--- config.mk ---
export PLATFORM = sky130hd
export DESIGN_NAME = adder_test_sequencer
export DESIGN_NICKNAME = d
export VERILOG_FILES = /design/src/rtl/adder_test_pkg.sv /design/src/rtl/adder_opgen.sv /design/src/rtl/adder_test_sequencer.sv
export SDC_FILE = /design/constraint.sdc
export NUM_CORES = 1
export LEC_CHECK = 0
export CORE_MARGIN = 10
export CORE_UTILIZATION = 54
export CTS_BUF_LIST = sky130_fd_sc_hd__clkbuf_4
export DETAILED_ROUTE_END_ITERATION = 10
export MAX_ROUTING_LAYER = met4
export PLACE_DENSITY = 0.85
export SKIP_LAST_GASP = 1
export SLEW_MARGIN = 20
export SYNTH_ARGS = -nofsm -noshare
export SYNTH_HDL_FRONTEND = slang
export SYNTH_SLANG_ARGS = --single-unit
--- constraint.sdc ---
create_clock -name i_clk -period 10.05 [get_ports i_clk]
set_clock_uncertainty 0.1 [all_clocks]
set_input_delay 1.005 -clock i_clk [delete_from_list [all_inputs] [get_ports i_clk]]
set_output_delay 1.005 -clock i_clk [all_outputs]
set_load 0.01 [all_outputs]
--- src/rtl/adder_test_pkg.sv ---
// Shared definitions for the adder test sequencer.
//   state_t     : sequencer FSM states
//   ERR_CNT_W   : width of the saturating mismatch counter
//   lfsr_taps() : Galois maximal-length feedback mask for a given width (2..31)
//   bit_reverse(): reverses the low 'width' bits of a 32-bit value
package adder_test_pkg;

    typedef enum logic [1:0] {
        IDLE,
        RUN,
        DRAIN,
        DONE
    } state_t;

    localparam int ERR_CNT_W  = 16;
    localparam int LFSR_MAX_W = 32;

    // Right-shifting Galois form: next = (s >> 1) ^ (s[0] ? taps : 0).
    function automatic logic [LFSR_MAX_W-1:0] lfsr_taps(input int width);
        case (width)
            2:       return 32'h0000_0003;
            3:       return 32'h0000_0006;
            4:       return 32'h0000_0009;
            5:       return 32'h0000_0012;
            6:       return 32'h0000_0021;
            7:       return 32'h0000_0041;
            8:       return 32'h0000_008E;
            9:       return 32'h0000_0108;
            10:      return 32'h0000_0204;
            11:      return 32'h0000_0402;
            12:      return 32'h0000_0829;
            13:      return 32'h0000_100D;
            14:      return 32'h0000_2015;
            15:      return 32'h0000_4001;
            16:      return 32'h0000_8016;
            17:      return 32'h0001_0004;
            18:      return 32'h0002_0013;
            19:      return 32'h0004_0013;
            20:      return 32'h0008_0004;
            21:      return 32'h0010_0002;
            22:      return 32'h0020_0001;
            23:      return 32'h0040_0010;
            24:      return 32'h0080_000D;
            25:      return 32'h0100_0004;
            26:      return 32'h0200_0023;
            27:      return 32'h0400_0013;
            28:      return 32'h0800_0004;
            29:      return 32'h1000_0002;
            30:      return 32'h2000_0029;
            default: return 32'h4000_0004;
        endcase
    endfunction

    function automatic logic [LFSR_MAX_W-1:0] bit_reverse(input logic [LFSR_MAX_W-1:0] v,
                                                          input int width);
        logic [LFSR_MAX_W-1:0] r;
        r = '0;
        for (int i = 0; i < LFSR_MAX_W; i++) begin
            if (i < width) r[i] = v[width-1-i];
        end
        return r;
    endfunction

endpackage

--- src/rtl/adder_opgen.sv ---
// Operand generator for the adder test sequencer.
//   i_clk, i_rst : clock, async active-high reset
//   load         : (re)initialise: LFSR <= seed (0 becomes 1), sweep index <= 0
//   advance      : step the active generator by one vector
//   mode         : 0 = LFSR / bit-reversed LFSR, 1 = carry-chain sweep k / -k
//   seed         : LFSR seed
//   a, b         : current operand pair (combinational from generator state)
module adder_opgen
    import adder_test_pkg::*;
#(
    parameter int WIDTH = 13
) (
    input  logic             i_clk,
    input  logic             i_rst,
    input  logic             load,
    input  logic             advance,
    input  logic             mode,
    input  logic [WIDTH-1:0] seed,
    output logic [WIDTH-1:0] a,
    output logic [WIDTH-1:0] b
);

    localparam logic [LFSR_MAX_W-1:0] TAPS_FULL = lfsr_taps(WIDTH);
    localparam logic [WIDTH-1:0]      TAPS      = TAPS_FULL[WIDTH-1:0];

    logic [WIDTH-1:0]      lfsr;
    logic [WIDTH-1:0]      lfsr_next;
    logic [WIDTH-1:0]      k;
    logic [WIDTH-1:0]      k_neg;
    logic [LFSR_MAX_W-1:0] rev_full;
    logic                  rev_unused;

    assign lfsr_next  = lfsr[0] ? ((lfsr >> 1) ^ TAPS) : (lfsr >> 1);
    assign k_neg      = ~k + WIDTH'(1);
    assign rev_full   = bit_reverse(LFSR_MAX_W'(lfsr), WIDTH);
    assign rev_unused = ^rev_full[LFSR_MAX_W-1:WIDTH];

    // NOTE: every variable assigned in always_comb gets a default first, so no
    // path through the block can leave it unassigned and infer a latch.
    always_comb begin
        a = '0;
        b = '0;
        if (mode) begin
            a = k;
            b = k_neg;
        end else begin
            a = lfsr;
            b = rev_full[WIDTH-1:0];
        end
    end

    // NOTE: sequential state uses non-blocking assignments only, so every
    // register samples pre-edge values regardless of statement order.
    always_ff @(posedge i_clk or posedge i_rst) begin
        if (i_rst) begin
            lfsr <= '0;
            k    <= '0;
        end else if (load) begin
            lfsr <= (seed == '0) ? WIDTH'(1) : seed;
            k    <= '0;
        end else if (advance) begin
            if (mode) k <= k + WIDTH'(1);
            else      lfsr <= lfsr_next;
        end
    end

endmodule

--- src/rtl/adder_test_sequencer.sv ---
// Self-checking stimulus/response stage around an adder under test.
//   i_clk, i_rst   : clock, async active-high reset
//   i_start        : one-cycle pulse, starts a run from IDLE or DONE
//   i_mode         : 0 = LFSR operands, 1 = carry-chain sweep
//   i_seed         : LFSR seed (0 behaves as 1)
//   o_add1, o_add2 : registered operands to the adder under test
//   i_dut_result   : adder sum including carry-out
//   o_busy         : high in RUN and DRAIN
//   o_done, o_pass : run finished / finished with zero mismatches
//   o_err_count    : saturating mismatch count
//   o_fail_*       : operands and result of the first mismatch
module adder_test_sequencer
    import adder_test_pkg::*;
#(
    parameter int WIDTH       = 13,
    parameter int NUM_VECTORS = 1024,
    parameter int DUT_LATENCY = 0
) (
    input  logic                 i_clk,
    input  logic                 i_rst,
    input  logic                 i_start,
    input  logic                 i_mode,
    input  logic [WIDTH-1:0]     i_seed,
    output logic [WIDTH-1:0]     o_add1,
    output logic [WIDTH-1:0]     o_add2,
    input  logic [WIDTH:0]       i_dut_result,
    output logic                 o_busy,
    output logic                 o_done,
    output logic                 o_pass,
    output logic [ERR_CNT_W-1:0] o_err_count,
    output logic [WIDTH-1:0]     o_fail_add1,
    output logic [WIDTH-1:0]     o_fail_add2,
    output logic [WIDTH:0]       o_fail_result
);

    // Stage 0 holds the vector currently on o_add*; the tail lines up with
    // the DUT result DUT_LATENCY cycles later.
    localparam int                 DEPTH      = DUT_LATENCY + 1;
    localparam int                 DRAIN_W    = $clog2(DEPTH + 1);
    localparam logic [DRAIN_W-1:0] DRAIN_LAST = DRAIN_W'(DUT_LATENCY);
    localparam logic [15:0]        LAST_VEC   = 16'(NUM_VECTORS - 1);

    typedef struct packed {
        logic [WIDTH-1:0] a;
        logic [WIDTH-1:0] b;
        logic [WIDTH:0]   sum;
    } vec_t;

    state_t               state;
    logic [15:0]          issue_cnt;
    logic [DRAIN_W-1:0]   drain_cnt;
    logic                 mode_q;
    logic                 start_ok;
    logic [WIDTH-1:0]     gen_a;
    logic [WIDTH-1:0]     gen_b;
    logic [DEPTH-1:0]     pipe_valid;
    vec_t                 pipe_data [DEPTH];
    vec_t                 tail;
    logic                 mismatch;
    logic [ERR_CNT_W-1:0] err_inc;

    assign start_ok = i_start && (state == IDLE || state == DONE);
    assign tail     = pipe_data[DEPTH-1];
    assign mismatch = pipe_valid[DEPTH-1] && (i_dut_result != tail.sum);
    assign err_inc  = (o_err_count == '1) ? o_err_count : o_err_count + 1'b1;

    adder_opgen #(.WIDTH(WIDTH)) u_opgen (
        .i_clk   (i_clk),
        .i_rst   (i_rst),
        .load    (start_ok),
        .advance (state == RUN),
        .mode    (mode_q),
        .seed    (i_seed),
        .a       (gen_a),
        .b       (gen_b)
    );

    // NOTE: the alignment payload is not reset; only the valid bits are, and
    // nothing reads the payload without a valid bit set.
    always_ff @(posedge i_clk) begin
        pipe_data[0] <= '{a: gen_a, b: gen_b, sum: {1'b0, gen_a} + {1'b0, gen_b}};
        for (int i = 1; i < DEPTH; i++) pipe_data[i] <= pipe_data[i-1];
    end

    always_ff @(posedge i_clk or posedge i_rst) begin
        if (i_rst) begin
            state         <= IDLE;
            issue_cnt     <= '0;
            drain_cnt     <= '0;
            mode_q        <= 1'b0;
            pipe_valid    <= '0;
            o_add1        <= '0;
            o_add2        <= '0;
            o_busy        <= 1'b0;
            o_done        <= 1'b0;
            o_pass        <= 1'b0;
            o_err_count   <= '0;
            o_fail_add1   <= '0;
            o_fail_add2   <= '0;
            o_fail_result <= '0;
        end else begin
            pipe_valid[0] <= (state == RUN);
            for (int i = 1; i < DEPTH; i++) pipe_valid[i] <= pipe_valid[i-1];

            if (mismatch) begin
                o_err_count <= err_inc;
                if (o_err_count == '0) begin
                    o_fail_add1   <= tail.a;
                    o_fail_add2   <= tail.b;
                    o_fail_result <= i_dut_result;
                end
            end

            case (state)
                IDLE, DONE: begin
                    // Pipeline is empty here, so clearing cannot race a compare.
                    if (i_start) begin
                        state         <= RUN;
                        issue_cnt     <= '0;
                        mode_q        <= i_mode;
                        o_busy        <= 1'b1;
                        o_done        <= 1'b0;
                        o_pass        <= 1'b0;
                        o_err_count   <= '0;
                        o_fail_add1   <= '0;
                        o_fail_add2   <= '0;
                        o_fail_result <= '0;
                    end
                end
                RUN: begin
                    o_add1    <= gen_a;
                    o_add2    <= gen_b;
                    issue_cnt <= issue_cnt + 16'd1;
                    if (issue_cnt == LAST_VEC) begin
                        state     <= DRAIN;
                        drain_cnt <= '0;
                    end
                end
                DRAIN: begin
                    if (drain_cnt == DRAIN_LAST) begin
                        // The last in-flight compare lands on this same edge.
                        state  <= DONE;
                        o_busy <= 1'b0;
                        o_done <= 1'b1;
                        o_pass <= (o_err_count == '0) && !mismatch;
                    end else begin
                        drain_cnt <= drain_cnt + 1'b1;
                    end
                end
                default: state <= IDLE;
            endcase
        end
    end

endmodule

==> impl_metrics.toml, run 1 <==
[place]
portBuffers = 115
pre_cts_slack_ns = 6.59
hpwl_um = 14100
place.gp.congestion = 0.957

[worst_setup_path]
crit_path_start_kind = "flip-flop"
cp.arrival_ns = 3.95
critPathMaxStageDelay_ns = 0.46
crit_type = "reg -> reg"
crit_path_end_kind = "flip-flop"
path_cells = "inv_1, ha_1, nand2b_4, or3_1, or3_1, a31o_1, ha_1, a2111oi_0, o21ai_1, a31o_2, a21oi_1, xnor2_1"
critPathBufInv = 1
cp_max_fo = 7
cpLargestDelayFamily = "compound AO/OA/AOI/OAI gates"
cp.required_ns = 10.48
crit_path_top_delay_cell = "dfrtp_1"

[pwr]
combPwrFrac_pct = 18.6
netSwitchingPower_w = 0.000410
vdd.ir_drop.worst_v = 0.0000697
p_clk_share_pct = 25.9
p_sw_share_pct = 28.2
p_int_w = 0.00104
p_per_area_nw_per_um2 = 154
p_seq_share_pct = 55.5
p_leak_nw = 4.22

[sta]
worstMarginPinSlew_ns = 1.03
finalHoldViolations = 0
rsz0062_at_grt = "no"
finalSetupViolCount = 0
final.min_clock_period_ns = 3.52
relSlewSlack_pct = 31.6
slew_violations = 0
finalSetupTns_ns = 0
fin_ws_ns = 6.53
fin_crit_sh_pct = 35.0
fmax_mhz = 284

[drt]
first_pass_iters = 5
antenna_left = 0
wl_per_cell_um = 17.4
routed-via-count = 6316
drtIter0Drc = 521
totalWireLength_um = 19300
drc = 0
viasPerCell = 5.71

[cts]
root_buffer = "clkbuf_4"
clockBufferDepth = 2
htreeDepth = 4
cts_inserted_buffers = 17
clk_pin_slew_ns = 0.15
tritoncts = "yes"
cts_sinks = 171
postCtsSetupBuffers = 0
cts-resized-gates = 0
insertion_delay_ns = 0.58
postCtsHoldBufs = 0

[yosys]
avgSynthCellArea_um2 = 9.75
synth_cell_types = 61
netlist_area_um2 = 7960
synthCells = 817
synth_nets = 871
ys_ff_latch = 171
ys.flop_type = "dfrtp_1"
synth_edf_count = 0
ys_async_sr_fraction_pct = 76.6
ys_seq_area_share_pct = 51.2
yosys_warnings = 0

[layout]
drive_above_1_share_pct = 7.81
fillers = 1128
nets = 963
syn2layout_area_growth_pct = 18.8

[floorplan]
design.core.area_um2 = 14500
die-area_um2 = 20000
die_h_um = 141
start_util_pct = 55.0
row_count = 44
pin_count = 116
die_x_um = 141

[global_routing]
grt_max_degree = 88
gr-total-overflow = 0
grt_usage_pct = 20.2
antenna_found_initial = 1
grt_pass1_vias = 6197
grt_pass1_wl_um = 31900

[run_status]
status = "finished clean"

[worst_hold_path]
min_path_type = "reg -> reg"

[run]
drv_cap = 0
Yosys cell counts, types with 11 or more instances:
| cell type | instances | share of area (%) |
|---|---|---|
| dfxtp_1 | 40 | 10 |
| nand2_1 | 100 | 4.7 |
| dfrtp_1 | 131 | 41 |
| xnor2_1 | 16 | 1.8 |
| nand4_1 | 14 | 1.1 |
| nor2_1 | 52 | 2.5 |
| a31oi_1 | 11 | 0.86 |
| xor2_1 | 35 | 3.8 |
| nand3_1 | 64 | 4.0 |
| clkbuf_1 | 36 | 1.7 |
| inv_1 | 14 | 0.66 |
| a21o_1 | 21 | 2.0 |
| ha_1 | 22 | 3.5 |
| mux2i_1 | 11 | 1.4 |
| mux2_2 | 16 | 2.3 |
| nor2b_1 | 11 | 0.86 |
| a21oi_1 | 28 | 1.8 |
| o21ai_0 | 75 | 4.7 |
final timing paths:
| kind | startpoint | end | slack (ns) | cells past startpoint |
|---|---|---|---|---|
| worst max-delay path | u_opgen.k[0] | pipe_data[0][11] | 6.53 | 12 |
| worst min-delay path | pipe_data[0][35] | o_fail_add1[8] | 0.34 | 2 |
| worst max register to register | u_opgen.k[0] | pipe_data[0][11] | 6.53 | 12 |
| worst min register to register | pipe_data[0][35] | o_fail_add1[8] | 0.34 | 2 |
| max in group asynchronous | i_rst | state[0] | 7.94 | 3 |
| min in group asynchronous | i_rst | o_fail_add1[12] | 0.73 | 2 |
layout make-up:
type	instances	area (µm²)	area share, %
sequential	171	4080	43.1
multi-input combinational	584	3630	38.4
timing repair buffer	121	1200	12.7
tap	184	230	2.43
clock buffer	20	150	1.59
clock inverter	12	113	1.19
inverter	14	55.1	0.582
antenna	1	2.50	0.0265
sequential cells by signal, summed over array words and instances (netlist names):
register / count
mode_q: 1
o_busy: 1
u_opgen.lfsr: 13
issue_cnt: 16
state: 2
o_add2: 13
pipe_data: 40
o_pass: 1
o_fail_result: 14
o_fail_add1: 13
pipe_valid: 1
o_add1: 13
o_err_count: 16
o_fail_add2: 13
o_done: 1
u_opgen.k: 13
placed cells by master, fill, tap and decap left out, types with 20 or more instances in the layout:
| cell | netlist | routed |
|---|---|---|
| nand2_1 | 100 | 99 |
| clkdlybuf4s50_1 | 0 | 115 |
| dfxtp_1 | 40 | 40 |
| dfrtp_1 | 131 | 131 |
| nand3_1 | 64 | 63 |
| a21o_1 | 21 | 21 |
| ha_1 | 22 | 21 |
| o21ai_0 | 75 | 75 |
| clkbuf_4 | 0 | 20 |
| a21oi_1 | 28 | 28 |
| nor2_1 | 52 | 52 |
| xor2_1 | 35 | 35 |
through the flow:
| step | utilization, % | hold WS [ns] | total power (W) | cell area (µm²) | std cells |
|---|---|---|---|---|---|
| final | 65.3 | 0.345 | 0.00145 | 9460 | 1107 |
| after global routing | 65.3 | 0.370 | 0.00153 | 9460 | 1107 |
| after CTS | 65.3 | 0.340 | 0.00147 | 9450 | 1106 |
| after detailed placement | 63.5 | 0.327 | 0.00110 | 9190 | 1074 |
| after global placement | 63.5 | 0.320 | 0.00108 | 9190 | 1074 |
| after floorplan | - | 0.317 | 0.000907 | 7960 | 817 |
worst min-delay path, cell delays in order, from the launching register on:
cell     delay [ns]
dfxtp_1        0.32
nand2_1        0.04
o21ai_0        0.06
routing by layer:
metal	routed length (µm)	GRT usage, %	vias up
met5	0	-	-
met1	8370	25.0	3037
met4	605	7.42	0
met2	9260	31.6	174
met3	1030	5.04	46
li1	-	-	3059
power by group through the flow:
| stage | clock (W) | sequential, W | combinational, W |
|---|---|---|---|
| floorplan | 0 | 0.000841 | 0.0000668 |
| global placement | 0 | 0.000816 | 0.000269 |
| detailed placement | 0 | 0.000820 | 0.000276 |
| CTS | 0.000386 | 0.000805 | 0.000277 |
| global route | 0.000419 | 0.000815 | 0.000298 |
| finish | 0.000376 | 0.000806 | 0.000270 |
cells by family (layout without fill, tap and decap cells):
kind of cell | after synthesis | after routing | share of synthesized area [%]
adders and majority gates | 23 | 23 | 3.71
xor gates and xnor gates | 51 | 51 | 5.61
and+or+nand+nor | 306 | 306 | 19.0
other | 0 | 1 | 0
buffers and inverters | 62 | 167 | 3.35
AOI/OAI and AO/OA | 176 | 176 | 13.2
DFF | 171 | 171 | 51.2
muxes | 28 | 28 | 3.83
No activity file was read; power rests on OpenSTA's default activity.
==> run 2: changes to the inputs <==
Clock period 10.05 ns to 3.4 ns, I/O delays scaled along.
==> impl_metrics.toml, run 2 (synthesis results as in run 1) <==
[run_status]
status = "finished clean"

[floorplan]
start_util_pct = 55.0
pin_count = 116
row_count = 44
die_x_um = 141
design.core.area_um2 = 14500
die_h_um = 141
die-area_um2 = 20000

[layout]
utilization_pct = 66.6
drive_above_1_share_pct = 9.62
top_register = "pipe_data"
largest_registers = "pipe_data x40, issue_cnt x16, o_err_count x16"
final_common_cell = "dfrtp_1"
largest_reg_flops = 40
final_cell_mix = "dfrtp_1, clkdlybuf4s50_1, nand2_1"
syn2layout_area_growth_pct = 21.1
nets = 977
fillers = 1139

[global_routing]
antenna_found_initial = 1
grt_max_degree = 132
gr-total-overflow = 0
grt_pass1_vias = 6217
grt_usage_pct = 20.5
grt_pass1_wl_um = 32200

[sta]
fin_ws_ns = 0.134
hold_slack_ns = 0.156
finalHoldViolations = 0
final.min_clock_period_ns = 3.27
relSlewSlack_pct = 53.9
fin_crit_sh_pct = 96.1
worstMarginPinSlew_ns = 0.692
slew_violations = 0
fmax_mhz = 306
finalSetupViolCount = 0

[worst_setup_path]
reg2reg_slack_ns = 0.13
reg2reg_to = "pipe_data[0][11]"
r2r-start = "u_opgen.k[1]"
cp_max_fo = 5
cp.arrival_ns = 3.69
cp.required_ns = 3.83
crit_type = "reg -> reg"
crit_path_end_kind = "flip-flop"
crit_path_start_kind = "flip-flop"
r2r_cells = 12

[place]
hpwl_um = 14800
place.gp.congestion = 0.923
portBuffers = 115
pre_cts_slack_ns = 0.0367

[pwr]
vdd.ir_drop.worst_v = 0.000228
p_leak_nw = 4.30
p_per_area_nw_per_um2 = 451

[drt]
first_pass_iters = 5
viasPerCell = 5.72
drtIter0Drc = 562
totalWireLength_um = 20300
antenna_left = 0
wl_per_cell_um = 18.1
routed-via-count = 6409
drc = 0

[cts]
cts_sinks = 171
postCtsHoldBufs = 0
cts_inserted_buffers = 17
tritoncts = "yes"
clockBufferDepth = 2
root_buffer = "clkbuf_4"
insertion_delay_ns = 0.59
htreeDepth = 4
clk_pin_slew_ns = 0.15

[worst_hold_path]
min_path_type = "in -> reg"
holdPathStages = 3
min_from = "i_mode"
hold_end = "mode_q"

[run]
drv_cap = 0
## run 2: changes by cell type in the layout (fill, tap and decap cells not counted), sizes merged
cell | before | now
inv | 20 | 24
buf | 6 | 20
clkinv | 5 | 3
clkinvlp | 0 | 1
clkbuf | 20 | 17
## run 2: cell type report
type	count	area [µm²]	area share, %
flip-flops and latches	171	4080	42.3
multi-input cells	584	3650	37.9
repair buffers	135	1340	13.9
well taps	184	230	2.39
clock inverters	15	154	1.60
clock buffers	17	128	1.32
inverters	14	56.3	0.584
diodes	1	2.50	0.0260
## run 2: worst max path at each step
stage,cells after the start,slack (ns),end,start
detailed placement,12,0.04,pipe_data[0][11],u_opgen.k[1]
CTS,12,0.008,pipe_data[0][11],u_opgen.k[1]
finish,12,0.13,pipe_data[0][11],u_opgen.k[1]
global route,12,-0.02,pipe_data[0][11],u_opgen.k[1]
floorplan,13,0.17,pipe_data[0][11],u_opgen.k[0]
global placement,12,0.14,pipe_data[0][11],u_opgen.k[0]
## run 2: layer usage
layer	global-route usage [%]	vias to the layer above	share of wire, %
met5	-	-	0
met4	8.02	0	2.4
met3	4.07	44	4.6
met2	32.9	166	50
met1	25.2	3106	43
li1	-	3093	-
## run 2: through the flow
stage / TNS (ns) / power [W] / cells / cell area (µm²)
finish: 0 / 0.00435 / 1121 / 9640
floorplan: 0 / 0.00268 / 817 / 7970
CTS: 0 / 0.00439 / 1119 / 9610
global route: -0.0151 / 0.00455 / 1121 / 9640
detailed placement: 0 / 0.00323 / 1087 / 9330
global placement: 0 / 0.00320 / 1087 / 9330
## run 2: power by group
group / internal [W] / total (W) / switching (W) / leakage (nW)
clock network: 0.000397 / 0.00118 / 0.000781 / 0.159
registers: 0.00222 / 0.00237 / 0.000149 / 1.93
logic: 0.000462 / 0.000800 / 0.000338 / 2.21
total: 0.00308 / 0.00435 / 0.00127 / 4.30
## run 2: worst max-delay path: stages, from the launching register on
cell and delay, ns:
dfrtp_1 0.41, inv_1 0.07, ha_2 0.20, nand2b_4 0.07, or3_4 0.36, or3_1 0.35, a31o_1 0.26, ha_2 0.32
a2111oi_2 0.36, o21ai_1 0.15, a31o_2 0.26, a21oi_1 0.18, xnor2_1 0.13
## run 2: repair_timing
item	CTS	global route
gates resized for setup	0	7
setup buffers	0	1
endpoints found under the setup margin	0	2
==> run 3: changes to the inputs <==
Settings changed: SETUP_SLACK_MARGIN set to 0.3.
==> impl_metrics.toml, run 3 (synthesis results as in run 1) <==
[run_status]
status = "finished clean"

[floorplan]
die_x_um = 141
die-area_um2 = 20000
pin_count = 116
die_h_um = 141
start_util_pct = 55.0
row_count = 44
design.core.area_um2 = 14500

[sta]
rsz0062_at_grt = "yes"
finalSetupTns_ns = 0
slew_violations = 0
fin_crit_sh_pct = 90.2
fin_ws_ns = 0.332
worstMarginPinSlew_ns = 0.666
finalHoldViolations = 0
fmax_mhz = 326
relSlewSlack_pct = 55.5
finalSetupViolCount = 0
final.min_clock_period_ns = 3.07

[drt]
antenna_left = 0
routed-via-count = 6468
totalWireLength_um = 20200
drtIter0Drc = 635
viasPerCell = 5.75
drc = 0
wl_per_cell_um = 18.0
first_pass_iters = 5

[worst_hold_path]
min_path_type = "in -> reg"

[cts]
cts_sinks = 171
htreeDepth = 4
insertion_delay_ns = 0.57
clk_pin_slew_ns = 0.13
root_buffer = "clkbuf_4"
clockBufferDepth = 2
cts_inserted_buffers = 17
tritoncts = "yes"

[layout]
largest_registers = "pipe_data x40, issue_cnt x16, o_err_count x16"
top_register = "pipe_data"
multiInputGateArea_um2 = 3760
fillers = 1112
ff_latch_area_um2 = 4080
final_cell_mix = "dfrtp_1, clkdlybuf4s50_1, nand2_1"
nets = 979
drive_above_1_share_pct = 10.4
final_common_cell = "dfrtp_1"
largest_reg_flops = 40
utilization_pct = 67.4
syn2layout_area_growth_pct = 22.5

[global_routing]
grt_max_degree = 81
grt_usage_pct = 20.8
antenna_found_initial = 2
grt_pass1_vias = 6201
gr-total-overflow = 0
grt_pass1_wl_um = 32700

[place]
portBuffers = 115
pre_cts_slack_ns = 0.124
hpwl_um = 14900
place.gp.congestion = 0.961

[worst_setup_path]
cp.arrival_ns = 3.48
critPathBufInv = 1
path_cells = "inv_2, ha_4, nand2b_4, or3_4, or3_1, a31o_1, ha_4, a2111oi_4, o21ai_2, a31o_2, a21oi_2, xnor2_1"
crit_path_start_kind = "flip-flop"
critPathMaxStageDelay_ns = 0.42
cp.required_ns = 3.81
crit_path_top_delay_cell = "dfrtp_1"
cp_max_fo = 6
cp_common_cell = "ha_4"
cpLargestDelayFamily = "compound AO/OA/AOI/OAI gates"
crit_path_end_kind = "flip-flop"
crit_type = "reg -> reg"

[pwr]
p_per_area_nw_per_um2 = 441
vdd.ir_drop.worst_v = 0.000172
p_leak_nw = 4.31

[run]
drv_cap = 0
## run 3: worst reg2reg max path: cells and delay by family, from the launching register on
| kind | cells | cell delay (ns) |
|---|---|---|
| AO/OA/AOI/OAI | 5 | 1.10 |
| XOR/XNOR | 1 | 0.12 |
| adder cells (fa/ha/maj) | 2 | 0.43 |
| buffers and inverters | 1 | 0.07 |
| flip-flops | 1 | 0.42 |
| AND/OR/NAND/NOR | 3 | 0.77 |
## run 3: cell type report
| cell class | count | share of cell area (%) |
|---|---|---|
| timing repair buffer | 137 | 14.0 |
| inverter | 14 | 0.577 |
| antenna | 2 | 0.0513 |
| clock buffer | 18 | 1.38 |
| sequential | 171 | 41.8 |
| tap | 184 | 2.36 |
| clock inverter | 14 | 1.31 |
| multi-input combinational | 584 | 38.5 |
## run 3: final timing paths
check,startpoint,end,slack (ns),depth (start not counted)
min in group asynchronous,i_rst,o_fail_add1[2],0.50,3
hold reg to reg,pipe_data[0][32],o_fail_add1[5],0.34,2
max in group asynchronous,i_rst,u_opgen.k[2],1.89,4
hold / removal,i_mode,mode_q,0.26,3
setup reg to reg,u_opgen.k[0],pipe_data[0][11],0.33,12
setup / recovery,u_opgen.k[0],pipe_data[0][11],0.33,12
## run 3: per-stage QoR
step	power, W	cell area, µm²	instances	hold WS [ns]
floorplan	0.00268	8000	817	0.317
global placement	0.00321	9330	1081	0.321
detailed placement	0.00325	9330	1081	0.329
CTS	0.00434	9660	1119	0.216
global route	0.00452	9760	1124	0.251
finish	0.00430	9760	1124	0.258
## run 3: power breakdown
part | switching, W | total, W | internal (W) | leakage, nW
Sequential | 0.000156 | 0.00238 | 0.00222 | 1.93
Combinational | 0.000344 | 0.000810 | 0.000466 | 2.23
Clock | 0.000680 | 0.00111 | 0.000434 | 0.146
## run 3: timing repair
item | CTS | global route
setup buffers | 5 | 3
setup endpoints to repair | 4 | 4
gates resized for setup | 3 | 12
hold endpoints to repair | 2 | 0
pin swaps | 5 | 8
hold buffers | 1 | 0
## run 3: metal layers
layer,vias up,wire length [µm],track usage (%)
li1,3112,-,-
met1,3133,8640,25.5
met2,185,10000,33.4
met3,38,1130,4.44
met4,0,431,7.58
met5,-,0,-
